--- src/rtl/rom_port_arbiter.sv ---
// Arbitrates the shared single-port ID/password ROM between two lookup requesters.
// Requester 0 does user-ID matching and requester 1 does password matching.
// Requests are served one at a time. When both ask at once, round-robin picks the winner.
// The arbiter drives the ROM address, waits out the read latency, captures the word
// and returns it to the owner with a one-cycle valid strobe.
module rom_port_arbiter #(
  parameter int unsigned ADDR_W  = 5,
  parameter int unsigned DATA_W  = 4,
  parameter int unsigned ROM_LAT = 2   // legal range 1..7
) (
  input  logic              clk,
  input  logic              rst,
  input  logic              req0,
  input  logic [ADDR_W-1:0] addr0,
  input  logic              req1,
  input  logic [ADDR_W-1:0] addr1,
  output logic [ADDR_W-1:0] rom_addr,
  input  logic [DATA_W-1:0] rom_q,
  output logic              gnt0,
  output logic              gnt1,
  output logic [DATA_W-1:0] rdata,
  output logic              rvalid0,
  output logic              rvalid1,
  output logic              busy
);

  localparam logic [2:0] CntLast = 3'(ROM_LAT - 1);

  typedef enum logic [1:0] {StIdle, StWait, StCapture} state_e;

  state_e            state_q, state_d;
  logic [2:0]        cnt_q, cnt_d;
  logic              owner_q, owner_d;
  logic              last_q, last_d;
  logic [ADDR_W-1:0] rom_addr_q, rom_addr_d;
  logic              gnt0_q, gnt0_d;
  logic              gnt1_q, gnt1_d;
  logic [DATA_W-1:0] rdata_q, rdata_d;
  logic              rvalid0_q, rvalid0_d;
  logic              rvalid1_q, rvalid1_d;
  logic              busy_q, busy_d;

  // Winner when in idle: on a tie, the requester that did not own the ROM last time.
  logic win;
  logic req_own;
  assign win     = (req0 & req1) ? ~last_q : req1;
  assign req_own = owner_q ? req1 : req0;

  // Next-state and registered-output logic for the grant/wait/capture sequence.
  always_comb begin
    state_d    = state_q;
    cnt_d      = cnt_q;
    owner_d    = owner_q;
    last_d     = last_q;
    rom_addr_d = rom_addr_q;
    gnt0_d     = gnt0_q;
    gnt1_d     = gnt1_q;
    rdata_d    = rdata_q;
    rvalid0_d  = 1'b0;
    rvalid1_d  = 1'b0;
    busy_d     = busy_q;
    unique case (state_q)
      StIdle: begin
        if (req0 || req1) begin
          rom_addr_d = win ? addr1 : addr0;
          gnt0_d     = ~win;
          gnt1_d     = win;
          owner_d    = win;
          last_d     = win;
          cnt_d      = 3'd0;
          busy_d     = 1'b1;
          state_d    = StWait;
        end
      end
      StWait: begin
        cnt_d = cnt_q + 3'd1;
        if (cnt_q == CntLast) begin
          state_d = StCapture;
        end
      end
      StCapture: begin
        // An owner that dropped its request has abandoned it: no data, no strobe.
        if (req_own) begin
          rdata_d   = rom_q;
          rvalid0_d = ~owner_q;
          rvalid1_d = owner_q;
        end
        gnt0_d  = 1'b0;
        gnt1_d  = 1'b0;
        busy_d  = 1'b0;
        state_d = StIdle;
      end
      default: begin
        state_d = StIdle;
      end
    endcase
  end

  // State register with synchronous active-low reset. Reset favours requester 0 first.
  always_ff @(posedge clk) begin
    if (!rst) begin
      state_q    <= StIdle;
      cnt_q      <= 3'd0;
      owner_q    <= 1'b0;
      last_q     <= 1'b1;
      rom_addr_q <= '0;
      gnt0_q     <= 1'b0;
      gnt1_q     <= 1'b0;
      rdata_q    <= '0;
      rvalid0_q  <= 1'b0;
      rvalid1_q  <= 1'b0;
      busy_q     <= 1'b0;
    end else begin
      state_q    <= state_d;
      cnt_q      <= cnt_d;
      owner_q    <= owner_d;
      last_q     <= last_d;
      rom_addr_q <= rom_addr_d;
      gnt0_q     <= gnt0_d;
      gnt1_q     <= gnt1_d;
      rdata_q    <= rdata_d;
      rvalid0_q  <= rvalid0_d;
      rvalid1_q  <= rvalid1_d;
      busy_q     <= busy_d;
    end
  end

  assign rom_addr = rom_addr_q;
  assign gnt0     = gnt0_q;
  assign gnt1     = gnt1_q;
  assign rdata    = rdata_q;
  assign rvalid0  = rvalid0_q;
  assign rvalid1  = rvalid1_q;
  assign busy     = busy_q;

endmodule

--- config.mk ---
export PLATFORM = sky130hd
export DESIGN_NAME = rom_port_arbiter
export DESIGN_NICKNAME = d
export VERILOG_FILES = /design/src/rtl/rom_port_arbiter.sv
export SDC_FILE = /design/constraint.sdc
export NUM_CORES = 1
export LEC_CHECK = 0
export CAP_MARGIN = 25
export CELL_PAD_IN_SITES_DETAIL_PLACEMENT = 1
export CELL_PAD_IN_SITES_GLOBAL_PLACEMENT = 2
export CORE_ASPECT_RATIO = 0.75
export CORE_MARGIN = 2
export CORE_UTILIZATION = 27
export CTS_CLUSTER_SIZE = 8
export DETAILED_ROUTE_END_ITERATION = 10
export PLACE_DENSITY = 0.91
export SLEW_MARGIN = 10
export SYNTH_ARGS = -nofsm -noshare
export SYNTH_HDL_FRONTEND = slang
export SYNTH_SLANG_ARGS = --single-unit
--- constraint.sdc ---
create_clock -name clk -period 1.82 [get_ports clk]
set_input_delay 0.273 -clock clk [delete_from_list [all_inputs] [get_ports clk]]
set_output_delay 0.273 -clock clk [all_outputs]
set_load 0.02 [all_outputs]
==> results.json, run 1 <==
{
  "max_stage_delay_ns": 0.62,
  "crit_required_ns": 1.55,
  "switching_share_pct": 27.82,
  "cts_made_buffers": 3,
  "placed_area_um2": 1286,
  "min_period_ns": 1.499,
  "vias": 819,
  "setup-tns-final_ns": 0,
  "ios": 32,
  "dieArea_um2": 3908,
  "crit_family": "buffers and inverters",
  "ir_drop_mv": 0.3365,
  "cts_tree": "yes",
  "worstPathMaxFanout": 2,
  "clk_latency_ns": 0.25,
  "timing.rr.start": "state_q[1]",
  "worstMarginPinSlew_ns": 0.5190,
  "hold_depth": 2,
  "antenna_found_initial": 0,
  "yosys_register_bits": 21,
  "slew_viol_final": 0,
  "synthCells": 95,
  "stdcell_area_um2": 1331,
  "timing.final.crit_share_pct": 82.38,
  "cts_setup_buffers": 0,
  "htreeDepth": 1,
  "p_clk_share_pct": 28.2,
  "syn_area_um2": 923.4,
  "hold_path_class": "flip-flop to flip-flop",
  "ff2ff_setup_slack_ns": 0.52,
  "drt_iter0_markers": 46,
  "grt_overflow_total": 0,
  "grt_usage_pct": 13.57,
  "cp-start-kind": "flip-flop",
  "final_cell_mix": "clkdlybuf4s50_1 (31), dfxtp_1 (21), mux2i_1 (10), a21oi_1 (10), nand2_1 (9)",
  "hold_viol": 0,
  "cp_cell_sequence": "clkdlybuf4s50_1",
  "ys_warn_count": 0,
  "start_util_pct": 28.08,
  "area_growth_pct": 44.17,
  "viasPerCell": 4.846,
  "slew_headroom_pct": 65.27,
  "avgSynthCellArea_um2": 9.720,
  "ys_types": 29,
  "rows": 18,
  "route.detailed.drc": 0,
  "firstDrtPassIters": 4,
  "arrival_ns": 1.23,
  "crit_path_end_kind": "primary output",
  "diodes": 0,
  "drive_gt1_share_pct": 10.85,
  "p_leak_uw": 0.0004911,
  "root_buffer": "clkbuf_8",
  "routedWlPerCell_um": 14.44,
  "port_buffers": 31,
  "rsz0062_at_grt": "false",
  "worst_slack_ns": 0.3207,
  "maxCapViolCount": 0,
  "syn_nets": 115,
  "fin_skew_ns": 0.001983,
  "hold_start": "rdata[3]",
  "cts_hold_buf": 0,
  "core_area_um2": 3288,
  "crit_cells": 1,
  "cts_buffer_depth": 2,
  "clock_sinks": 21,
  "reg2reg_to": "rom_addr[0]",
  "reg2regPathDepth": 3,
  "final_common_cell": "clkdlybuf4s50_1",
  "path_clk_slew_ns": 0.08,
  "final_nets": 150,
  "cts_resized": 0,
  "p_per_area_nw_per_um2": 802.7,
  "comb_power_share_pct": 23.3,
  "grt_pass1_vias": 822,
  "routabilityCongestion": 0.7224,
  "yosysSeqAreaShare_pct": 45.53,
  "utilization_pct": 40.49,
  "crit_type": "flip-flop to primary output",
  "grt_max_degree": 14,
  "postRouteAntennaNets": 0,
  "status": "complete, no violations",
  "crit_buf_inv": 1,
  "post-place-ws_ns": 0.1097,
  "max_freq_ghz": 0.6670,
  "p_int_uw": 771.3,
  "setup_viol": 0,
  "die-width_um": 71.53,
  "pwr-share-seq_pct": 48.5,
  "wl_um": 2441,
  "die_y_um": 54.65,
  "cp_slowest_cell": "clkdlybuf4s50_1",
  "hpwl_um": 2021,
  "fill_cells": 391,
  "p_sw_uw": 297.3,
  "grt_pass1_wl_um": 3912,
  "worstHoldEndpoint": "rdata[3]"
}
## Yosys cell counts, drive strengths merged
library cell / instances / share of area [%]
buf: 1 / 0.54
clkbuf: 2 / 0.81
nand2b: 1 / 0.68
nor2b: 1 / 0.68
nor3: 2 / 1.1
dfxtp: 21 / 46
or2: 2 / 1.4
nand3b: 2 / 1.6
a211oi: 5 / 6.8
and3: 1 / 0.68
o211a: 1 / 1.1
a21oi: 10 / 5.4
or2b: 1 / 0.81
a21boi: 1 / 2.0
inv: 3 / 1.2
nor4b: 1 / 0.95
xor2: 1 / 0.95
o211ai: 1 / 0.81
nor4: 1 / 0.68
ha: 2 / 2.7
nand3: 3 / 1.6
nor2: 7 / 3.9
mux2i: 10 / 11
o31ai: 1 / 0.81
o21ai: 5 / 2.7
nand2: 9 / 3.7
## power groups by stage
| stage | Combinational (uW) | Sequential, uW | Clock (uW) |
|---|---|---|---|
| 6_report | 248 | 519 | 302 |
| 5_1_grt | 270 | 524 | 336 |
| 4_1_cts | 252 | 519 | 315 |
| 3_5_place_dp | 250 | 530 | 0 |
| 3_3_place_gp | 241 | 527 | 0 |
| 2_1_floorplan | 112 | 550 | 0 |
## metal layers
layer  GRT usage, %  vias up  share of wire, %
li1               -      407                 -
met1          15.82      400                41
met2          25.31       10                56
met3          3.315        2               2.0
met4          3.774        0               1.1
met5              0        -                 0
## cell families after synthesis
group,share of synthesized area [%]
muxes,10.84
xor gates and xnor gates,0.9487
adders and majority gates,2.710
buffers and inverters,2.574
and+or+nand+nor,17.75
AOI/OAI and AO/OA,19.65
DFF,45.53
## state kept, by name, indices dropped and copies added, names as in the netlist
name,count
gnt0,1
rdata,4
cnt_q,3
busy,1
owner_q,1
state_q,2
rvalid1,1
rvalid0,1
last_q,1
rom_addr,5
gnt1,1
## how the worst max path moves through the flow
stage                           start     endpoint  slack [ns]
after floorplan            state_q[1]  rom_addr[0]        0.76
after global placement           req1  rom_addr[2]        0.17
after detailed placement         req0     rdata[1]        0.11
after CTS                 rom_addr[2]  rom_addr[2]        0.31
after global routing      rom_addr[2]  rom_addr[2]        0.29
final                     rom_addr[2]  rom_addr[2]        0.32
## final cells by class
cell class / instances / area, um^2 / share of cell area (%)
clock buffer: 4 / 45.04 / 3.383
inverter: 3 / 11.26 / 0.8459
multi-input combinational: 68 / 479.2 / 36.00
sequential: 21 / 420.4 / 31.58
tap: 40 / 50.05 / 3.759
timing repair buffer: 33 / 325.3 / 24.44
## through the flow
stage	hold slack (ns)	std cells	power [uW]
global route	0.4879	169	1130
CTS	0.4726	169	1086
finish	0.4660	169	1069
detailed placement	0.4594	165	780.6
floorplan	0.4152	95	662.2
global placement	0.4428	165	767.9
Power figures use the tool's default switching activity.
==> inputs of run 2 (changes only) <==
--- a/config.mk
+++ b/config.mk
@@ -10,10 +10,10 @@
 export CELL_PAD_IN_SITES_GLOBAL_PLACEMENT = 2
 export CORE_ASPECT_RATIO = 0.75
 export CORE_MARGIN = 2
-export CORE_UTILIZATION = 27
+export CORE_UTILIZATION = 23
 export CTS_CLUSTER_SIZE = 8
 export DETAILED_ROUTE_END_ITERATION = 10
-export PLACE_DENSITY = 0.91
+export PLACE_DENSITY = 0.83
 export SLEW_MARGIN = 10
 export SYNTH_ARGS = -nofsm -noshare
 export SYNTH_HDL_FRONTEND = slang
==> constraint.sdc (replaced) <==
create_clock -name clk -period 1.3 [get_ports clk]
set_input_delay 0.195 -clock clk [delete_from_list [all_inputs] [get_ports clk]]
set_output_delay 0.195 -clock clk [all_outputs]
set_load 0.02 [all_outputs]
==> run 2 against run 1 <==
Clock-buffer cell count did not move. Critical path depth rose by 2. Global-route usage fell by 1.7 points. Critical endpoint is now rom_addr[3]. Highest routed layer unchanged.
==> results.json, run 2 (synthesis gave the netlist of run 1 again) <==
{
  "status": "complete, no violations",
  "crit_type": "flip-flop to flip-flop",
  "hold_path_class": "input port to flip-flop",
  "rows": 19,
  "slew_viol_final": 0,
  "clk_latency_ns": 0.26,
  "crit_path_end_kind": "flip-flop",
  "crit_family": "simple AND/OR/NAND/NOR gates",
  "worstMarginPinSlew_ns": 0.2598,
  "port_buffers": 31,
  "pwr-share-seq_pct": 48.5,
  "path_clk_slew_ns": 0.08,
  "crit_buf_inv": 0,
  "maxCapViolCount": 0,
  "cts_buffer_depth": 2,
  "hold_viol": 0,
  "crit_cells": 3,
  "antenna_found_initial": 0,
  "cp_cell_sequence": "or2_2, nor2_4, a211oi_2",
  "grt_max_degree": 14,
  "drive_gt1_share_pct": 16.79,
  "die_y_um": 58.87,
  "grt_overflow_total": 0,
  "drt_iter0_markers": 16,
  "post-place-ws_ns": -0.3128,
  "diodes": 0,
  "core_area_um2": 3756,
  "timing.final.crit_share_pct": 91.25,
  "worst_slack_ns": 0.1138,
  "wl_um": 2532,
  "min_period_ns": 1.186,
  "final_cell_mix": "dfxtp_1 (21), clkdlybuf4s50_1 (15), dlygate4sd2_1 (15)",
  "p_sw_uw": 419.7,
  "utilization_pct": 37.08,
  "largest_reg_flops": 5,
  "cp-start-kind": "flip-flop",
  "ir_drop_mv": 0.5035,
  "max_freq_ghz": 0.8430,
  "hold_depth": 4,
  "reg2regPathDepth": 3,
  "fill_cells": 470,
  "stdcell_area_um2": 1393,
  "htreeDepth": 1,
  "root_buffer": "clkbuf_8",
  "arrival_ns": 1.32,
  "grt_pass1_vias": 916,
  "die-width_um": 77.17,
  "rsz0062_at_grt": "false",
  "start_util_pct": 24.58,
  "p_int_uw": 1078,
  "p_clk_share_pct": 28.1,
  "p_per_area_nw_per_um2": 1076,
  "fin_skew_ns": 0.003741,
  "vias": 836,
  "ios": 32,
  "area_growth_pct": 50.81,
  "setup_viol": 0,
  "max_stage_delay_ns": 0.37,
  "routedWlPerCell_um": 13.40,
  "holdWs_ns": 0.4473,
  "hpwl_um": 2019,
  "placed_area_um2": 1361,
  "crit_required_ns": 1.44,
  "switching_share_pct": 28.02,
  "p_leak_uw": 0.0005975,
  "grt_usage_pct": 11.90,
  "cts_tree": "yes",
  "viasPerCell": 4.423,
  "dieArea_um2": 4543,
  "worstPathMaxFanout": 7,
  "postRouteAntennaNets": 0,
  "clock_sinks": 21,
  "cp_slowest_cell": "dfxtp_1",
  "firstDrtPassIters": 3,
  "routabilityCongestion": 0.7904,
  "grt_pass1_wl_um": 4209,
  "comb_power_share_pct": 23.4,
  "final_nets": 158,
  "cts_made_buffers": 3,
  "slew_headroom_pct": 82.18,
  "final_common_cell": "dfxtp_1",
  "route.detailed.drc": 0
}
[run 2: changes by cell type in the layout (fill, tap and decap cells not counted)]
cell / delta
clkdlybuf4s50_1: -16
dlygate4sd2_1: +15
buf_4: +8
dlymetal6s2s_1: +1
or2_1: -1
or2_4: +1
[run 2: tightest hold or removal path, cell delays in order]
cell and delay, ns:
dlymetal6s2s_1 0.18, buf_4 0.16, nand3_1 0.06, a21oi_1 0.06
[run 2: routing by layer]
layer	vias up	GRT usage, %	wire length, um
met5	-	0	0
met4	0	4.592	40
met3	2	2.761	48
met2	8	21.49	1293
met1	407	13.96	1149
li1	419	-	-
[run 2: layout make-up]
type / count / area, um^2 / share of cell area [%]
clock buffers: 4 / 45.04 / 3.234
inverters: 3 / 11.26 / 0.8086
multi-input cells: 68 / 481.7 / 34.59
flip-flops and latches: 21 / 420.4 / 30.19
well taps: 52 / 65.06 / 4.672
repair buffers: 41 / 369.1 / 26.50
[run 2: path summary, 6_finish.rpt]
| kind | start | end | slack, ns |
|---|---|---|---|
| worst min register to register | rdata[1] | rdata[1] | 0.46 |
| worst min-delay path | req0 | gnt0 | 0.45 |
| worst max-delay path | state_q[1] | rom_addr[3] | 0.11 |
| worst max register to register | state_q[1] | rom_addr[3] | 0.11 |
[run 2: power groups by stage]
| stage | registers, uW | logic [uW] | clock network, uW |
|---|---|---|---|
| 2_1_floorplan | 770 | 157 | 0 |
| 3_3_place_gp | 739 | 362 | 0 |
| 3_5_place_dp | 743 | 373 | 0 |
| 4_1_cts | 727 | 353 | 448 |
| 5_1_grt | 735 | 384 | 461 |
| 6_report | 727 | 350 | 421 |
[run 2: what timing repair did]
item                                    CTS  global route
hold buffers                              0             0
buffers inserted                          0             0
endpoints found under the setup margin   19             9
pin swaps                                 0             1
gates resized for setup                  15             2
[run 2: through the flow]
stage	TNS [ns]	total power [uW]	std cells
global placement	-2.747	1102	185
CTS	0	1528	189
finish	0	1498	189
detailed placement	-3.598	1115	185
floorplan	0	927.1	95
global route	0	1579	189
